===== src/rtl/instr_encoder_loader_pkg.sv =====
// rtl/instr_encoder_loader_pkg.sv - shared kind/ALU/opcode/error constants for the instruction encoder-loader
package instr_encoder_loader_pkg;

  // Instruction classes
  localparam logic [3:0] KIND_OP     = 4'd0;
  localparam logic [3:0] KIND_OPIMM  = 4'd1;
  localparam logic [3:0] KIND_LUI    = 4'd2;
  localparam logic [3:0] KIND_AUIPC  = 4'd3;
  localparam logic [3:0] KIND_JAL    = 4'd4;
  localparam logic [3:0] KIND_JALR   = 4'd5;
  localparam logic [3:0] KIND_BRANCH = 4'd6;
  localparam logic [3:0] KIND_LOAD   = 4'd7;
  localparam logic [3:0] KIND_STORE  = 4'd8;
  localparam logic [3:0] KIND_HALT   = 4'd9;

  localparam logic [5:0] ALU_ADD  = 6'd0;
  localparam logic [5:0] ALU_SUB  = 6'd1;
  localparam logic [5:0] ALU_SLL  = 6'd2;
  localparam logic [5:0] ALU_SLT  = 6'd3;
  localparam logic [5:0] ALU_SLTU = 6'd4;
  localparam logic [5:0] ALU_XOR  = 6'd5;
  localparam logic [5:0] ALU_SRL  = 6'd6;
  localparam logic [5:0] ALU_SRA  = 6'd7;
  localparam logic [5:0] ALU_OR   = 6'd8;
  localparam logic [5:0] ALU_AND  = 6'd9;
  localparam logic [5:0] ALU_BEQ  = 6'd10;
  localparam logic [5:0] ALU_BNE  = 6'd11;
  localparam logic [5:0] ALU_BLT  = 6'd12;
  localparam logic [5:0] ALU_BGE  = 6'd13;
  localparam logic [5:0] ALU_BLTU = 6'd14;
  localparam logic [5:0] ALU_BGEU = 6'd15;
  localparam logic [5:0] ALU_LB   = 6'd16;
  localparam logic [5:0] ALU_LH   = 6'd17;
  localparam logic [5:0] ALU_LW   = 6'd18;
  localparam logic [5:0] ALU_LBU  = 6'd19;
  localparam logic [5:0] ALU_LHU  = 6'd20;
  localparam logic [5:0] ALU_SB   = 6'd21;
  localparam logic [5:0] ALU_SH   = 6'd22;
  localparam logic [5:0] ALU_SW   = 6'd23;

  localparam logic [6:0] OPC_OP     = 7'b0110011;
  localparam logic [6:0] OPC_OPIMM  = 7'b0010011;
  localparam logic [6:0] OPC_LUI    = 7'b0110111;
  localparam logic [6:0] OPC_AUIPC  = 7'b0010111;
  localparam logic [6:0] OPC_JAL    = 7'b1101111;
  localparam logic [6:0] OPC_JALR   = 7'b1100111;
  localparam logic [6:0] OPC_BRANCH = 7'b1100011;
  localparam logic [6:0] OPC_LOAD   = 7'b0000011;
  localparam logic [6:0] OPC_STORE  = 7'b0100011;
  localparam logic [6:0] OPC_SYSTEM = 7'b1110011;

  localparam logic [1:0] ERR_NONE    = 2'd0;
  localparam logic [1:0] ERR_ILLEGAL = 2'd1;
  localparam logic [1:0] ERR_RANGE   = 2'd2;
  localparam logic [1:0] ERR_FULL    = 2'd3;

  typedef enum logic [1:0] {ST_IDLE, ST_LOAD, ST_DONE, ST_ERR} state_e;

  function automatic logic [2:0] funct3_of(input logic [5:0] alu);
    case (alu)
      ALU_ADD, ALU_SUB, ALU_BEQ, ALU_LB, ALU_SB: funct3_of = 3'd0;
      ALU_SLL, ALU_BNE, ALU_LH, ALU_SH:          funct3_of = 3'd1;
      ALU_SLT, ALU_LW, ALU_SW:                   funct3_of = 3'd2;
      ALU_SLTU:                                  funct3_of = 3'd3;
      ALU_XOR, ALU_BLT, ALU_LBU:                 funct3_of = 3'd4;
      ALU_SRL, ALU_SRA, ALU_BGE, ALU_LHU:        funct3_of = 3'd5;
      ALU_OR, ALU_BLTU:                          funct3_of = 3'd6;
      ALU_AND, ALU_BGEU:                         funct3_of = 3'd7;
      default:                                   funct3_of = 3'd0;
    endcase
  endfunction

endpackage


===== src/rtl/instr_encoder_loader_word_encoder.sv =====
// rtl/instr_encoder_loader_word_encoder.sv - combinational decoded fields -> RV32I word with legality/range flags
module instr_word_encoder
  import instr_encoder_loader_pkg::*;
(
  input  logic [3:0]  kind,
  input  logic [5:0]  alucode,
  input  logic [4:0]  rd,
  input  logic [4:0]  rs1,
  input  logic [4:0]  rs2,
  input  logic [31:0] imm,
  output logic [31:0] word,
  output logic        illegal,
  output logic        range_err
);

  logic [2:0] f3;
  logic [6:0] f7;
  logic       i_ok, sh_ok, b_ok, j_ok, u_ok, sh_op;

  assign f3    = funct3_of(alucode);
  assign f7    = (alucode == ALU_SUB || alucode == ALU_SRA) ? 7'b0100000 : 7'b0000000;
  assign i_ok  = (imm[31:11] == {21{imm[11]}});
  assign sh_ok = (imm[31:5] == 27'd0);
  assign b_ok  = (imm[31:12] == {20{imm[12]}}) && !imm[0];
  assign j_ok  = (imm[31:20] == {12{imm[20]}}) && !imm[0];
  assign u_ok  = (imm[11:0] == 12'd0);
  assign sh_op = (alucode == ALU_SLL) || (alucode == ALU_SRL) || (alucode == ALU_SRA);

  always_comb begin
    word      = 32'd0;
    illegal   = 1'b0;
    range_err = 1'b0;
    case (kind)
      KIND_OP: begin
        illegal = (alucode > ALU_AND);
        word    = {f7, rs2, rs1, f3, rd, OPC_OP};
      end
      KIND_OPIMM: begin
        illegal = (alucode > ALU_AND) || (alucode == ALU_SUB);
        if (sh_op) begin
          range_err = !sh_ok;
          word      = {f7, imm[4:0], rs1, f3, rd, OPC_OPIMM};
        end else begin
          range_err = !i_ok;
          word      = {imm[11:0], rs1, f3, rd, OPC_OPIMM};
        end
      end
      KIND_LUI, KIND_AUIPC: begin
        range_err = !u_ok;
        word      = {imm[31:12], rd, (kind == KIND_LUI) ? OPC_LUI : OPC_AUIPC};
      end
      KIND_JAL: begin
        range_err = !j_ok;
        word      = {imm[20], imm[10:1], imm[11], imm[19:12], rd, OPC_JAL};
      end
      KIND_JALR: begin
        range_err = !i_ok;
        word      = {imm[11:0], rs1, 3'b000, rd, OPC_JALR};
      end
      KIND_BRANCH: begin
        illegal   = (alucode < ALU_BEQ) || (alucode > ALU_BGEU);
        range_err = !b_ok;
        word      = {imm[12], imm[10:5], rs2, rs1, f3, imm[4:1], imm[11], OPC_BRANCH};
      end
      KIND_LOAD: begin
        illegal   = (alucode < ALU_LB) || (alucode > ALU_LHU);
        range_err = !i_ok;
        word      = {imm[11:0], rs1, f3, rd, OPC_LOAD};
      end
      KIND_STORE: begin
        illegal   = (alucode < ALU_SB) || (alucode > ALU_SW);
        range_err = !i_ok;
        word      = {imm[11:5], rs2, rs1, f3, imm[4:0], OPC_STORE};
      end
      KIND_HALT: word = {25'd0, OPC_SYSTEM};
      default:   illegal = 1'b1;
    endcase
  end

endmodule


===== src/rtl/instr_encoder_loader.sv =====
// rtl/instr_encoder_loader.sv - encodes field bundles and writes them to imem; optional ENCODER_CHECKSUM_EN adds checksum output
module instr_encoder_loader
  import instr_encoder_loader_pkg::*;
#(
  parameter int ADDR_W    = 10,
  parameter int BASE_ADDR = 0
) (
  input  logic              clk,
  input  logic              rst,
  input  logic              start,
  input  logic              in_valid,
  output logic              in_ready,
  input  logic              in_last,
  input  logic [3:0]        in_kind,
  input  logic [5:0]        in_alucode,
  input  logic [4:0]        in_rd,
  input  logic [4:0]        in_rs1,
  input  logic [4:0]        in_rs2,
  input  logic [31:0]       in_imm,
  output logic              imem_we,
  output logic [ADDR_W-1:0] imem_addr,
  output logic [31:0]       imem_wdata,
  output logic              done,
  output logic              err,
  output logic [1:0]        err_code
`ifdef ENCODER_CHECKSUM_EN
  ,
  output logic [31:0]       checksum
`endif
);

  localparam logic [ADDR_W-1:0] BASE = ADDR_W'(BASE_ADDR);

  state_e            state, state_nx;
  logic [31:0]       word;
  logic              illegal, range_err;
  logic [ADDR_W-1:0] addr_cnt;
  logic [ADDR_W:0]   wcount;
  logic              full, accept, do_write, set_err;
  logic [1:0]        code_nx;

  instr_word_encoder u_enc (
    .kind      (in_kind),
    .alucode   (in_alucode),
    .rd        (in_rd),
    .rs1       (in_rs1),
    .rs2       (in_rs2),
    .imm       (in_imm),
    .word      (word),
    .illegal   (illegal),
    .range_err (range_err)
  );

  // wcount saturates at the depth because no write can follow the full error
  assign full     = wcount[ADDR_W];
  assign in_ready = (state == ST_LOAD);
  assign accept   = in_ready && in_valid && !start;

  always_comb begin
    state_nx = state;
    do_write = 1'b0;
    set_err  = 1'b0;
    code_nx  = ERR_NONE;
    if (start) begin
      state_nx = ST_LOAD;
    end else if (accept) begin
      if (illegal) begin
        set_err = 1'b1;
        code_nx = ERR_ILLEGAL;
      end else if (range_err) begin
        set_err = 1'b1;
        code_nx = ERR_RANGE;
      end else if (full) begin
        set_err = 1'b1;
        code_nx = ERR_FULL;
      end else begin
        do_write = 1'b1;
        if (in_last) state_nx = ST_DONE;
      end
      if (set_err) state_nx = ST_ERR;
    end
  end

  always_ff @(posedge clk or posedge rst) begin
    if (rst) begin
      state      <= ST_IDLE;
      imem_we    <= 1'b0;
      imem_addr  <= '0;
      imem_wdata <= 32'd0;
      done       <= 1'b0;
      err        <= 1'b0;
      err_code   <= ERR_NONE;
      addr_cnt   <= BASE;
      wcount     <= '0;
`ifdef ENCODER_CHECKSUM_EN
      checksum   <= 32'd0;
`endif
    end else begin
      state   <= state_nx;
      imem_we <= do_write;
      if (start) begin
        addr_cnt <= BASE;
        wcount   <= '0;
        done     <= 1'b0;
        err      <= 1'b0;
        err_code <= ERR_NONE;
`ifdef ENCODER_CHECKSUM_EN
        checksum <= 32'd0;
`endif
      end
      if (do_write) begin
        imem_addr  <= addr_cnt;
        imem_wdata <= word;
        addr_cnt   <= addr_cnt + ADDR_W'(1);
        wcount     <= wcount + (ADDR_W + 1)'(1);
        if (in_last) done <= 1'b1;
`ifdef ENCODER_CHECKSUM_EN
        checksum   <= checksum + word;
`endif
      end
      if (set_err) begin
        err      <= 1'b1;
        err_code <= code_nx;
      end
    end
  end

endmodule


===== config.mk =====
export PLATFORM = sky130hd
export DESIGN_NAME = instr_encoder_loader
export DESIGN_NICKNAME = d
export VERILOG_FILES = /design/src/rtl/instr_encoder_loader_pkg.sv /design/src/rtl/instr_encoder_loader_word_encoder.sv /design/src/rtl/instr_encoder_loader.sv
export SDC_FILE = /design/constraint.sdc
export NUM_CORES = 1
export LEC_CHECK = 0
export ABC_AREA = 1
export BUFFER_PORTS_ARGS = -buffer_cell sky130_fd_sc_hd__buf_4
export CAP_MARGIN = 5
export CORE_AREA = 10 10 121 123
export CTS_CLUSTER_SIZE = 14
export DETAILED_ROUTE_END_ITERATION = 8
export DIE_AREA = 0 0 131 133
export PLACE_DENSITY_LB_ADDON = 0.15
export SLEW_MARGIN = 10
export SYNTH_ARGS = -nofsm -noshare
export SYNTH_HDL_FRONTEND = slang
export SYNTH_SLANG_ARGS = --single-unit

===== constraint.sdc =====
create_clock -name clk -period 3.3 [get_ports clk]
set_input_delay 0.165 -clock clk [delete_from_list [all_inputs] [get_ports clk]]
set_output_delay 0.165 -clock clk [all_outputs]
set_load 0.02 [all_outputs]

==> key figures <==
STA
  • Worst Skew: approximately 9.4 ps
  • Achievable Freq: 451 MHz
  • Setup Viol. Count Final: 0
  • Fin. max-slew vios: 0
  • Fin Setup TNS: 0 ps
  • WHS: -27.9 ps
  • Worst Max-Slew Pin Slew: around 760 ps
  • RSZ-0062 raised after global routing: false
  • Min Tclk post-route: between 2000 and 2500 ps
  • Tcrit/Tclk final: between 60% and 70%
  • Final hold violations: 34
  • Max-Slew Margin vs Limit: between 40% and 50%

Synthesis
  • Post-Synth XOR/XNOR Area: around 1.9%
  • Largest family of logic cells by synthesized area: simple AND/OR/NAND/NOR gates
  • Synth Cell Area: approximately 4200 sq um
  • Syn_nets: between 600 and 700
  • Synth Instances: 611
  • Adder-cell share of the synthesized area: under 10%
  • Syn_area_per_cell: between 6 and 7 sq um
  • Sequential fraction of the synthesis area: around 40%
  • Simple logic cell fraction of the synthesized area: approximately 33%
  • Post-synthesis mux area share: 0%
  • Compound-cell area share of the yosys netlist: 12.0%
  • Synth cell types: 41
  • #FFs+latches synth: approximately 70
  • Yosys warnings: 0

Floorplan
  • Starting Density: 34.2%
  • IO Pins: 110
  • Core Footprint: 12400 sq um
  • Die Wd: approximately 130 um
  • DIE HEIGHT: 133 um
  • Die Area: about 17000 sq um
  • Cell row count: 41

Layout
  • Multi-input gate area: 2040 sq um
  • Nets: approximately 790
  • Util after Layout: about 45%
  • Share of layout cells above drive strength 1: 20.0%
  • Sequential cell area: between 1500 and 2000 sq um
  • Area Overhead vs Synth: 30.5%
  • Antenna cells: 0
  • Fillcell total: approximately 1300

Routing
  • Drt total wl: around 13000 um
  • Wire per inst: about 14 um
  • Vias per cell: roughly 4.7
  • Number of remaining DRC errors: 0
  • First-pass detailed-route iteration total: 4
  • Vias: 4222
  • Initial DRC Count: about 280
  • Antenna viol nets, final: 0

Power and ir drop
  • Leak: between 2 and 3 nW
  • Clk pwr share: a little under a third
  • Switching share of power: about a third
  • Comb pwr share: a little under a third
  • Internal power: a little over 2 mW
  • Net Sw Power: between 1 and 1.5 mW
  • Peak VDD IR: approximately 220 uV
  • Sequential Power Share: a little under two fifths
  • PD cells: around 550 nW/um^2

Placement
  • RD Place Congestion: 0.886
  • Placed wire-length estimate: around 10000 um
  • Port bufs: between 100 and 150

Setup path
  • CP Launch Type: flop
  • Reg2Reg Depth: 10
  • Reg-to-reg endpoint: imem_wdata[16]
  • R2R Setup Slk: between 1000 and 1500 ps
  • Critical path arrival: roughly 2500 ps
  • Reg-to-reg startpoint: state[1]
  • Crit Path Max Fanout: 16
  • Required @ worst endpoint: around 3600 ps
  • Buf+Inv Stages, Crit Path: 3
  • Worst path top cell family by delay: simple AND/OR/NAND/NOR gates
  • Worst Path Class, Setup: flop to flop
  • Crit end category: flop
  • Max incr delay on CP: roughly 540 ps
  • CP cell instances: nor2_1 > nand2_1 > nor2_1 > inv_1 > nor3_4 > inv_1 > nor2_2 > buf_4 > nand2_1 > nand2_1
  • CP most frequent cell: nand2_1
  • Critical Path Slowest Stage Cell: nor2_2

CTS
  • Clk Latency, worst-skew pair: around 340 ps
  • CTS clk-pin slew, worst paths: roughly 60 ps
  • Setup Buffers After CTS: 0
  • Hold Buf Count CTS: 0
  • H-Tree Depth: 3
  • # resized after CTS: 0
  • Clk sinks: slightly below 70
  • TritonCTS Buffers: 9
  • Clock buffer depth: 2
  • Clock Tree Root: clkbuf_16
  • CTS tree: yes

Global route
  • Met3 Track Usage GR: approximately 3.8%
  • Tot GR Track Use: between 15 and 20%
  • Busiest layer in global routing: met2
  • Overflow after GRT: 0
  • Initial antenna violation count: 0
  • Met2 Usage GRT: 25.9%
  • Met1 Use GR: ~18%
  • Number of global-route vias before repair: 4336
  • Largest net degree at the start of global routing: a little over 40
  • First-pass GRT wire length: roughly 22000 um

Flow run
  • Max_cap viols: 0

Run status
  • Failing checks: negative hold slack
  • Status: complete, but fails checks

Hold path
  • Worst min-delay path class: input pin to async pin
layer usage:
layer / wire (um) / share of wire (%)
met1: 5590 / 43
met2: 6300 / 49
met3: 718 / 5.6
met4: 249 / 1.9
met5: 0 / 0
power groups by stage:
| stage | clock (mW) | combinational [mW] | sequential, mW |
|---|---|---|---|
| after global placement | 0 | 0.961 | 1.14 |
| final | 0.961 | 0.952 | 1.13 |
| after detailed placement | 0 | 0.970 | 1.15 |
| after global routing | 1.02 | 1.06 | 1.15 |
| after floorplan | 0 | 0.320 | 1.32 |
| after CTS | 0.983 | 0.972 | 1.13 |
worst register-to-register path: cells and delay by family, from the launching register on:
kind	cells	cell delay [ps]
AND/OR/NAND/NOR	7	1300
buffers and inverters	3	460
flip-flops	1	380
synthesized netlist by cell type:
cell       instances  area share (%)
a211oi_1           1            0.18
a221oi_1           2            0.41
nor2_1            66             5.9
or2_2              3            0.44
nand2_1          183              16
inv_2              3            0.27
nor2_2             2            0.30
nor2_4             1            0.27
nand4_1            6            0.89
a22oi_1            5            0.89
o21bai_1           1            0.18
a21oi_1           10             1.2
inv_1             90             8.0
o22ai_1            7             1.0
nand2_2            1            0.15
nor4_1             2            0.30
or2_1              1            0.15
o2111ai_1          1            0.21
nand3b_1           3            0.53
a31o_2             1            0.21
nor3_1             7            0.83
xor2_1             6             1.2
a31oi_1            3            0.44
nand3_1           53             6.3
buf_2              7            0.83
o22ai_2            1            0.30
clkbuf_1           3            0.27
nor3_4             1            0.39
buf_1              2            0.18
o211ai_1           2            0.36
a22o_1             2            0.41
dfrtp_1           69              41
o21ai_0           50             5.9
buf_6              3            0.80
a21boi_0           1            0.18
nor3b_1            1            0.18
buf_4              2            0.36
nand4_4            1            0.50
xnor2_1            3            0.62
ha_1               4             1.2
o21ai_1            1            0.12
cell type report:
class,instances,share of cell area (%)
clock buffers,12,4.47
clock inverters,4,0.862
inverters,93,6.33
multi-input cells,432,37.1
flip-flops and latches,69,31.3
well taps,172,3.90
repair buffers,116,16.0
registers in the layout, summed over array words and instances, names as in the netlist:
register / cells
imem_wdata: 31
wcount: 11
addr_cnt: 10
imem_addr: 10
err_code: 2
state: 2
done: 1
err: 1
imem_we: 1
through the flow:
| step | worst slack, ps | instance area (sq um) | power, mW | hold WS [ps] | cells |
|---|---|---|---|---|---|
| 2_1_floorplan | 1360 | 4220 | 1.64 | 228 | 611 |
| 3_3_place_gp | 983 | 5220 | 2.10 | 360 | 882 |
| 3_5_place_dp | 921 | 5220 | 2.12 | 358 | 882 |
| 4_1_cts | 1070 | 5510 | 3.09 | 0.680 | 898 |
| 5_1_grt | 775 | 5510 | 3.24 | 34.7 | 898 |
| 6_report | 1080 | 5510 | 3.04 | -27.9 | 898 |
worst max path at each step:
stage | to | cells past startpoint | start
2_1_floorplan | wcount[2] | 10 | state[1]
3_3_place_gp | imem_wdata[16] | 15 | in_imm[23]
3_5_place_dp | imem_wdata[13] | 14 | in_imm[12]
4_1_cts | imem_wdata[16] | 10 | state[1]
5_1_grt | imem_wdata[12] | 10 | state[1]
6_report | imem_wdata[16] | 10 | state[1]
cells in the final DEF, fill, tap and decap left out, types with 7 or more instances in the layout:
| cell type | count |
|---|---|
| nand2_1 | 183 |
| buf_4 | 115 |
| inv_1 | 89 |
| dfrtp_1 | 69 |
| nor2_1 | 66 |
| nand3_1 | 53 |
| o21ai_0 | 50 |
| a21oi_1 | 10 |
| clkbuf_16 | 9 |
| nor3_1 | 7 |
| o22ai_1 | 7 |
kinds of logic after synthesis:
family	Yosys count
AND/OR/NAND/NOR	331
AO/OA/AOI/OAI	88
buffers and inverters	110
flip-flops	69
XOR/XNOR	9
adder cells (fa/ha/maj)	4
No activity file was read; power rests on OpenSTA's default activity.
